[config.mk]
export PLATFORM = sky130hd
export DESIGN_NAME = cpu_run_ctrl
export DESIGN_NICKNAME = d
export VERILOG_FILES = /design/src/rtl/cpu_run_ctrl_pkg.sv /design/src/rtl/debounce_sync.sv /design/src/rtl/cpu_run_ctrl.sv
export SDC_FILE = /design/constraint.sdc
export NUM_CORES = 1
export LEC_CHECK = 0
export BUFFER_PORTS_ARGS = -buffer_cell sky130_fd_sc_hd__buf_2
export CAP_MARGIN = 20
export CORE_MARGIN = 5
export CORE_UTILIZATION = 44
export CTS_CLUSTER_DIAMETER = 120
export DETAILED_ROUTE_END_ITERATION = 6
export HOLD_SLACK_MARGIN = 0.08
export PLACE_DENSITY_LB_ADDON = 0.15
export REMOVE_ABC_BUFFERS = 1
export SETUP_SLACK_MARGIN = 0.15
export SLEW_MARGIN = 20
export SYNTH_ARGS = -nofsm -noshare
export SYNTH_HDL_FRONTEND = slang
export SYNTH_SLANG_ARGS = --single-unit
[constraint.sdc]
create_clock -name clk -period 4.1 [get_ports clk]
set_input_delay 0.41 -clock clk [delete_from_list [all_inputs] [get_ports clk]]
set_output_delay 0.41 -clock clk [all_outputs]
set_load 0.02 [all_outputs]
[src/rtl/cpu_run_ctrl_pkg.sv]
// Shared definitions for the CPU run/step controller: FSM state encoding and
// a counter-width helper used by the divider and the debouncers.
package cpu_run_ctrl_pkg;

  localparam int STATE_W = 2;

  typedef enum logic [STATE_W-1:0] {
    ST_PAUSE = 2'd0,
    ST_RUN   = 2'd1,
    ST_STEP  = 2'd2
  } state_t;

  // Bits needed to hold values 0..max_val, never less than one.
  function automatic int cnt_width(input int max_val);
    return ($clog2(max_val + 1) < 1) ? 1 : $clog2(max_val + 1);
  endfunction

endpackage

[src/rtl/debounce_sync.sv]
// Two-flop synchroniser, stability debouncer and rising-edge pulse for one
// raw board input that is asynchronous to clk.
module debounce_sync
  import cpu_run_ctrl_pkg::*;
#(
  parameter int DEB_CYCLES = 1_000_000
) (
  input  logic clk,
  input  logic rst,
  input  logic din_raw,
  output logic dout,
  output logic rise
);

  localparam int            CW     = cnt_width(DEB_CYCLES - 1);
  localparam logic [CW-1:0] CNT_TC = CW'(DEB_CYCLES - 1);

  logic          sync1_q, sync1_d;
  logic          sync2_q, sync2_d;
  logic          stable_q, stable_d;
  logic          rise_q, rise_d;
  logic [CW-1:0] cnt_q, cnt_d;

  // NOTE: every signal assigned here gets a default first, so no path can
  // leave it unassigned and infer a latch.
  always_comb begin
    sync1_d  = din_raw;
    sync2_d  = sync1_q;
    stable_d = stable_q;
    cnt_d    = cnt_q;
    rise_d   = 1'b0;
    // Any return to the accepted level restarts the hold-time measurement.
    if (sync2_q == stable_q) begin
      cnt_d = '0;
    end else if (cnt_q == CNT_TC) begin
      stable_d = sync2_q;
      cnt_d    = '0;
      rise_d   = sync2_q;
    end else begin
      cnt_d = cnt_q + 1'b1;
    end
  end

  // NOTE: state flops use non-blocking assignments so every flop samples the
  // pre-edge value of its neighbours, as real hardware does.
  always_ff @(posedge clk or posedge rst) begin
    if (rst) begin
      sync1_q  <= 1'b0;
      sync2_q  <= 1'b0;
      stable_q <= 1'b0;
      rise_q   <= 1'b0;
      cnt_q    <= '0;
    end else begin
      sync1_q  <= sync1_d;
      sync2_q  <= sync2_d;
      stable_q <= stable_d;
      rise_q   <= rise_d;
      cnt_q    <= cnt_d;
    end
  end

  assign dout = stable_q;
  assign rise = rise_q;

endmodule

[src/rtl/cpu_run_ctrl.sv]
// Run/step controller for the pipelined CPU: conditions the board buttons and
// select switch, and issues one-cycle clock-enable pulses in run or step mode.
module cpu_run_ctrl
  import cpu_run_ctrl_pkg::*;
#(
  parameter int DEB_CYCLES = 1_000_000,
  parameter int RUN_DIV    = 49_999_999
) (
  input  logic        clk,
  input  logic        rst,
  input  logic        btn_run,
  input  logic        btn_step,
  input  logic        sw_sel,
  output logic        cpu_ce,
  output logic        running,
  output logic        disp_sel,
  output logic [31:0] step_count,
  output logic [1:0]  state_o
);

  localparam int            DW     = cnt_width(RUN_DIV);
  localparam logic [DW-1:0] DIV_TC = DW'(RUN_DIV);

  logic run_press, step_press;
  logic run_level_unused, step_level_unused, sel_rise_unused;

  debounce_sync #(.DEB_CYCLES(DEB_CYCLES)) u_deb_run (
    .clk(clk), .rst(rst), .din_raw(btn_run), .dout(run_level_unused), .rise(run_press)
  );

  debounce_sync #(.DEB_CYCLES(DEB_CYCLES)) u_deb_step (
    .clk(clk), .rst(rst), .din_raw(btn_step), .dout(step_level_unused), .rise(step_press)
  );

  debounce_sync #(.DEB_CYCLES(DEB_CYCLES)) u_deb_sel (
    .clk(clk), .rst(rst), .din_raw(sw_sel), .dout(disp_sel), .rise(sel_rise_unused)
  );

  state_t        state_q, state_d;
  logic [DW-1:0] div_q, div_d;
  logic          ce_q, ce_d;
  logic [31:0]   count_q, count_d;

  always_comb begin
    state_d = state_q;
    div_d   = div_q;
    ce_d    = 1'b0;
    count_d = count_q + {31'd0, ce_q};
    case (state_q)
      ST_PAUSE: begin
        // Run wins over a simultaneous step press.
        if (run_press) begin
          state_d = ST_RUN;
          div_d   = '0;
        end else if (step_press) begin
          state_d = ST_STEP;
          ce_d    = 1'b1;
        end
      end
      ST_RUN: begin
        // Pausing on the terminal count suppresses that cycle's pulse.
        if (run_press) begin
          state_d = ST_PAUSE;
          div_d   = '0;
        end else if (div_q == DIV_TC) begin
          div_d = '0;
          ce_d  = 1'b1;
        end else begin
          div_d = div_q + 1'b1;
        end
      end
      default: state_d = ST_PAUSE;
    endcase
  end

  always_ff @(posedge clk or posedge rst) begin
    if (rst) begin
      state_q <= ST_PAUSE;
      div_q   <= '0;
      ce_q    <= 1'b0;
      count_q <= '0;
    end else begin
      state_q <= state_d;
      div_q   <= div_d;
      ce_q    <= ce_d;
      count_q <= count_d;
    end
  end

  assign cpu_ce     = ce_q;
  assign running    = (state_q == ST_RUN);
  assign step_count = count_q;
  assign state_o    = state_q;

endmodule

; ---- Word-level counts from Yosys, hierarchy flattened
; Cells that the tools add are included.
[classes]
muxes = 23
add_sub_neg = 5
n_bitwise = 3
n_eq_ne = 11
reduce_logical = 7
[ops]
columns = operator, count
row1 = 20-bit 2-to-1 mux, 6
row2 = 26-bit 2-to-1 mux, 3
row3 = 20-bit by 1-bit adder with 20-bit output (second input constant), 3
row4 = 20-bit == test (second input constant), 3
row5 = 26-bit one-hot mux with 2 select lines, 1
row6 = 32-bit by 1-bit adder with 32-bit output, 1
row7 = 26-bit by 1-bit adder with 26-bit output (second input constant), 1
row8 = 26-bit == test (second input constant), 1
row9 = 2-bit AND reduction, 5
row10 = 1-bit 2-to-1 mux, 8
row11 = 2-bit 2-to-1 mux, 3
row12 = 2-bit by 1-bit inequality test with 1-bit output (second input constant), 2
row13 = 2-bit one-hot mux with 2 select lines, 1
row14 = 1-bit == test, 3
row15 = 3-bit by 1-bit inequality test with 1-bit output (second input constant), 1
row16 = 1-bit NOT, 3
row17 = 2-bit by 1-bit == test with 1-bit output (second input constant), 1
row18 = 2-bit zero test, 1
row19 = 1-bit one-hot mux with 2 select lines, 1
row20 = 2-bit nonzero test, 1
[word_totals]
output_inout_bits = 37
in_bits = 5
ff_bits = 132
wordCells = 67

; ---- Longest topological paths before layout
[logic_depth]
ltp_word = 4
depth_mapped = 8
mapped_depth_nobuf = 6

; ---- Hierarchy
; A second synthesis with hierarchy kept.
[unflattened]
hier_cells = 611
area_unflattened_um2 = 6576.3
[modules_own_cells]
columns = module, seq_area_each_um2, area_each_um2, cells_per_inst, n_inst
row1 = debounce_sync, 600.6, 1188.6, 108, 3
row2 = cpu_run_ctrl, 1526.5, 3010.4, 287, 1

; ---- Worst setup path after synthesis
; OpenSTA, ideal clock, no wires.
[synth_timing]
path_type = register to register
start = register div_q[18]
end = register div_q[10]
t_required_ns = 3.976
n_path_buf = 2
stages_incl_launch_ff = 8
t_arrival_ns = 1.857
period_less_slack_ns = 1.981
path_slack_ns = 2.119
setup_ns = 0.124
cell_sequence = dfrtp_1 > or4_1 > nor4_4 > a31oi_4 > buf_6 > buf_6 > nand3_1 > nand3_1
[synth_via]
elab_chain_cells = 4
[synth_rtl]
columns = item, line_no
row1 = "start, declared", cpu_run_ctrl.sv:40  ; logic [DW-1:0] div_q, div_d;
row2 = "start signal, assigned", cpu_run_ctrl.sv:84  ; div_q <= div_d;
row3 = 26-bit == test, cpu_run_ctrl.sv:65  ; end else if (div_q == DIV_TC) begin
row4 = 26-bit 2-to-1 mux, cpu_run_ctrl.sv:65
row5 = 26-bit 2-to-1 mux, cpu_run_ctrl.sv:62  ; if (run_press) begin
row6 = 26-bit one-hot mux with 2 select lines, cpu_run_ctrl.sv:49  ; case (state_q)
; No other way between the ends.
; A chain may end at the register's enable or synchronous reset.

; ---- Worst setup path in the final report
[layout_timing]
start = register div_q[0]
end = register div_q[25]
[layout_via]
elab_chain_cells = 4
elab_cells_between_ends = 5
cone_classes = add/sub (1) / eq/ne (1) / mux (3)
[layout_rtl]
columns = item, line_no
row1 = 26-bit by 1-bit adder with 26-bit output or 26-bit == test (tied branches), "cpu_run_ctrl.sv:69, cpu_run_ctrl.sv:65"
row2 = 26-bit 2-to-1 mux *, cpu_run_ctrl.sv:65
row3 = 26-bit 2-to-1 mux *, cpu_run_ctrl.sv:62
row4 = 26-bit one-hot mux with 2 select lines *, cpu_run_ctrl.sv:49
; Every way passes the cells marked *; elsewhere a longest branch is shown, timed or not.

==> results.json <==
{
  "outcome": "completed",
  "wl_per_cell_microns": 14.82,
  "max-cap-violations": 0,
  "area_growth_pct": 14.77,
  "diodes": 0,
  "cts.sinks": 132,
  "reg2reg_from": "div_q[0]",
  "postSynthCellCount": 625,
  "rsz0062_at_grt": "false",
  "ctsHoldBuffers": 1,
  "layout_common_cells": "132 x dfrtp_1, 80 x nor2_1, 58 x nand2_1",
  "core-area_sq_um": 13930,
  "via_per_inst": 5.395,
  "pre_cts_ws_ns": 1.677,
  "rows": 43,
  "layout-drive-gt1-share_pct": 13.47,
  "fin_tns_setup_ns": 0,
  "crit_type": "register to register",
  "holdPathEnd": "u_deb_sel.sync1_q",
  "min_from": "sw_sel",
  "skew_ns": 0.006262,
  "synth_ff_type": "dfrtp_1",
  "setup_viol": 0,
  "clk-insertion-delay-late_ns": 0.41,
  "dpl-instance-area_sq_um": 6651,
  "synth_compound_area_share_pct": 4.750,
  "drtIter0Drc": 258,
  "cts-buffers-inserted": 17,
  "fillCellCount": 1258,
  "cts_tree": "built",
  "yosys.area_share.adder_pct": 1.192,
  "relSlewSlack_pct": 29.43,
  "grt_usage_pct": 16.16,
  "fmax_ghz": 0.4091,
  "overflow": 0,
  "drc": 0,
  "die_width_microns": 129.6,
  "cp.arrival_ns": 2.79,
  "die-height_microns": 129.6,
  "critPathMaxFanout": 45,
  "initial_core_util_pct": 45.18,
  "die_area_sq_um": 16800,
  "reg2reg_depth": 6,
  "whs_path_depth": 1,
  "syn_avg_cell_area_sq_um": 10.07,
  "peakVddDrop_uv": 292.5,
  "dr_total_vias": 4656,
  "firstDrtPassIters": 5,
  "place_congestion": 0.7715,
  "wl_mm": 12.79,
  "synth-async-reset-ratio_pct": 100.0,
  "netlist_area_sq_um": 6296,
  "grt_pass1_wl_mm": 21.85,
  "design_area_sq_um": 7226,
  "grt_pass1_vias": 4633,
  "rr_endpoint": "div_q[25]",
  "synthMuxAreaShare_pct": 0.8545,
  "antenna_found_initial": 0,
  "ys_ff_latch": 132,
  "ys_types": 48,
  "synth_top_family_by_area": "simple AND/OR/NAND/NOR gates",
  "fin_cells": 863,
  "hold_viol": 0,
  "crit_top_cell": "nand3_1",
  "pwr_density_cell_nw_per_um2": 388.9,
  "start_kind": "register",
  "rrSetupSlack_ns": 1.66,
  "worst_path_max_delay_cell": "a31oi_4",
  "max_stage_delay_ns": 0.87,
  "cts_root_buf": "clkbuf_16",
  "totalPowerFinal_mw": 2.810,
  "synth_edf_count": 0,
  "min_period_ns": 2.445,
  "cts_setup_buffers": 0,
  "tightest_slew_ns": 1.059,
  "cts_resized": 0,
  "worst_slack_ns": 1.655,
  "hold_class": "primary input to register",
  "critPathCaptureType": "register",
  "dp.final_hpwl_mm": 8.668,
  "grt_max_degree": 67,
  "required_ns": 4.45,
  "cts_htree_levels": 4,
  "cts_buffer_depth": 2,
  "ant_nets": 0,
  "place_inst": 830,
  "drv_slew": 0,
  "cp_cell_sequence": "ha_1 > nand3_1 > nor3_2 > a31oi_4 > or3b_2 > nand3_1",
  "finalNetCount": 681,
  "layout_commonest_cell": "dfrtp_1",
  "yosysWarnings": 0,
  "port_buffers": 41,
  "yosysSeqAreaShare_pct": 52.46,
  "synthSimpleGateAreaFrac_pct": 26.51,
  "clkTransAtPathRegs_ns": 0.05,
  "synth_xor_area_share_pct": 12.10,
  "power_leakage_nw": 3.247,
  "ios": 42,
  "post-route-period-util_pct": 59.62
}
synth_stat cells, drive strengths merged (5+ instances only):
library cell    n  area, sq um
clkbuf          8        30.03
dfrtp         132         3303
ha              6        75.07
xnor2          48        420.4
nor4           13        102.6
a31oi          14        102.6
nor3           15        90.09
nand3          57        285.3
nand2          58        217.7
and4           10        87.58
buf            10        62.56
or3             5        31.28
nand4          26        162.7
and3           25        156.4
nor2           80        300.3
xor2           39        341.6
a21oi          12        60.06
o21ai          12        60.05
inv            11        41.29
per-stage QoR:
stage	utilization (%)	hold WS, ns
after floorplan	-	0.3312
after global placement	47.73	0.3344
after detailed placement	47.73	0.3379
after CTS	51.85	0.08113
after global routing	51.85	0.09060
final	51.85	0.1010
sequential cells by signal, indices dropped and copies added, names as in the netlist, 2 cells and up:
| register | cells |
|---|---|
| u_deb_run.cnt_q | 20 |
| u_deb_sel.cnt_q | 20 |
| div_q | 26 |
| step_count | 32 |
| u_deb_step.cnt_q | 20 |
| state_o | 2 |
worst max-delay path: cells and delay by family (launching register included):
kind,cells,cell delay [ns]
flip-flops,1,0.42
AO/OA/AOI/OAI,1,0.87
adder cells (fa/ha/maj),1,0.25
AND/OR/NAND/NOR,4,0.84
kinds of logic after synthesis:
| kind of cell | after synthesis |
|---|---|
| simple gates | 319 |
| flops | 132 |
| xor+xnor | 87 |
| compound gates | 47 |
| buf+inv | 29 |
| fa+ha+maj | 6 |
| mux | 5 |
routing by layer:
layer	vias to the layer above	wire, microns	part of all wire [%]	global-route usage, %
met1	2261	6193	48	22.23
met3	21	610	4.8	4.740
li1	2282	-	-	-
met2	92	5744	45	24.14
met4	0	239	1.9	6.357
met5	-	0	0	0
cell type report:
type / instances / area, sq um / area share, %
clock buffers: 22 / 484.2 / 6.701
clock inverters: 10 / 80.08 / 1.108
inverters: 11 / 43.79 / 0.6061
multi-input cells: 464 / 2859 / 39.57
flip-flops and latches: 132 / 3303 / 45.71
well taps: 180 / 225.2 / 3.117
repair buffers: 44 / 230.2 / 3.186
power by group:
group	total [mW]	internal, mW	switching [mW]
clock network	1.43	0.889	0.544
registers	1.32	1.31	0.00964
logic	0.0532	0.0120	0.0412
worst max path at each step:
stage | from | to | slack [ns] | depth (start not counted)
after global placement | div_q[0] | div_q[21] | 1.74 | 6
after global routing | div_q[0] | div_q[25] | 1.45 | 6
after detailed placement | div_q[0] | div_q[25] | 1.68 | 6
final | div_q[0] | div_q[25] | 1.66 | 6
after CTS | div_q[0] | div_q[25] | 1.65 | 6
after floorplan | rst | cpu_ce | 0.16 | 1
Power figures use the tool's default switching activity.
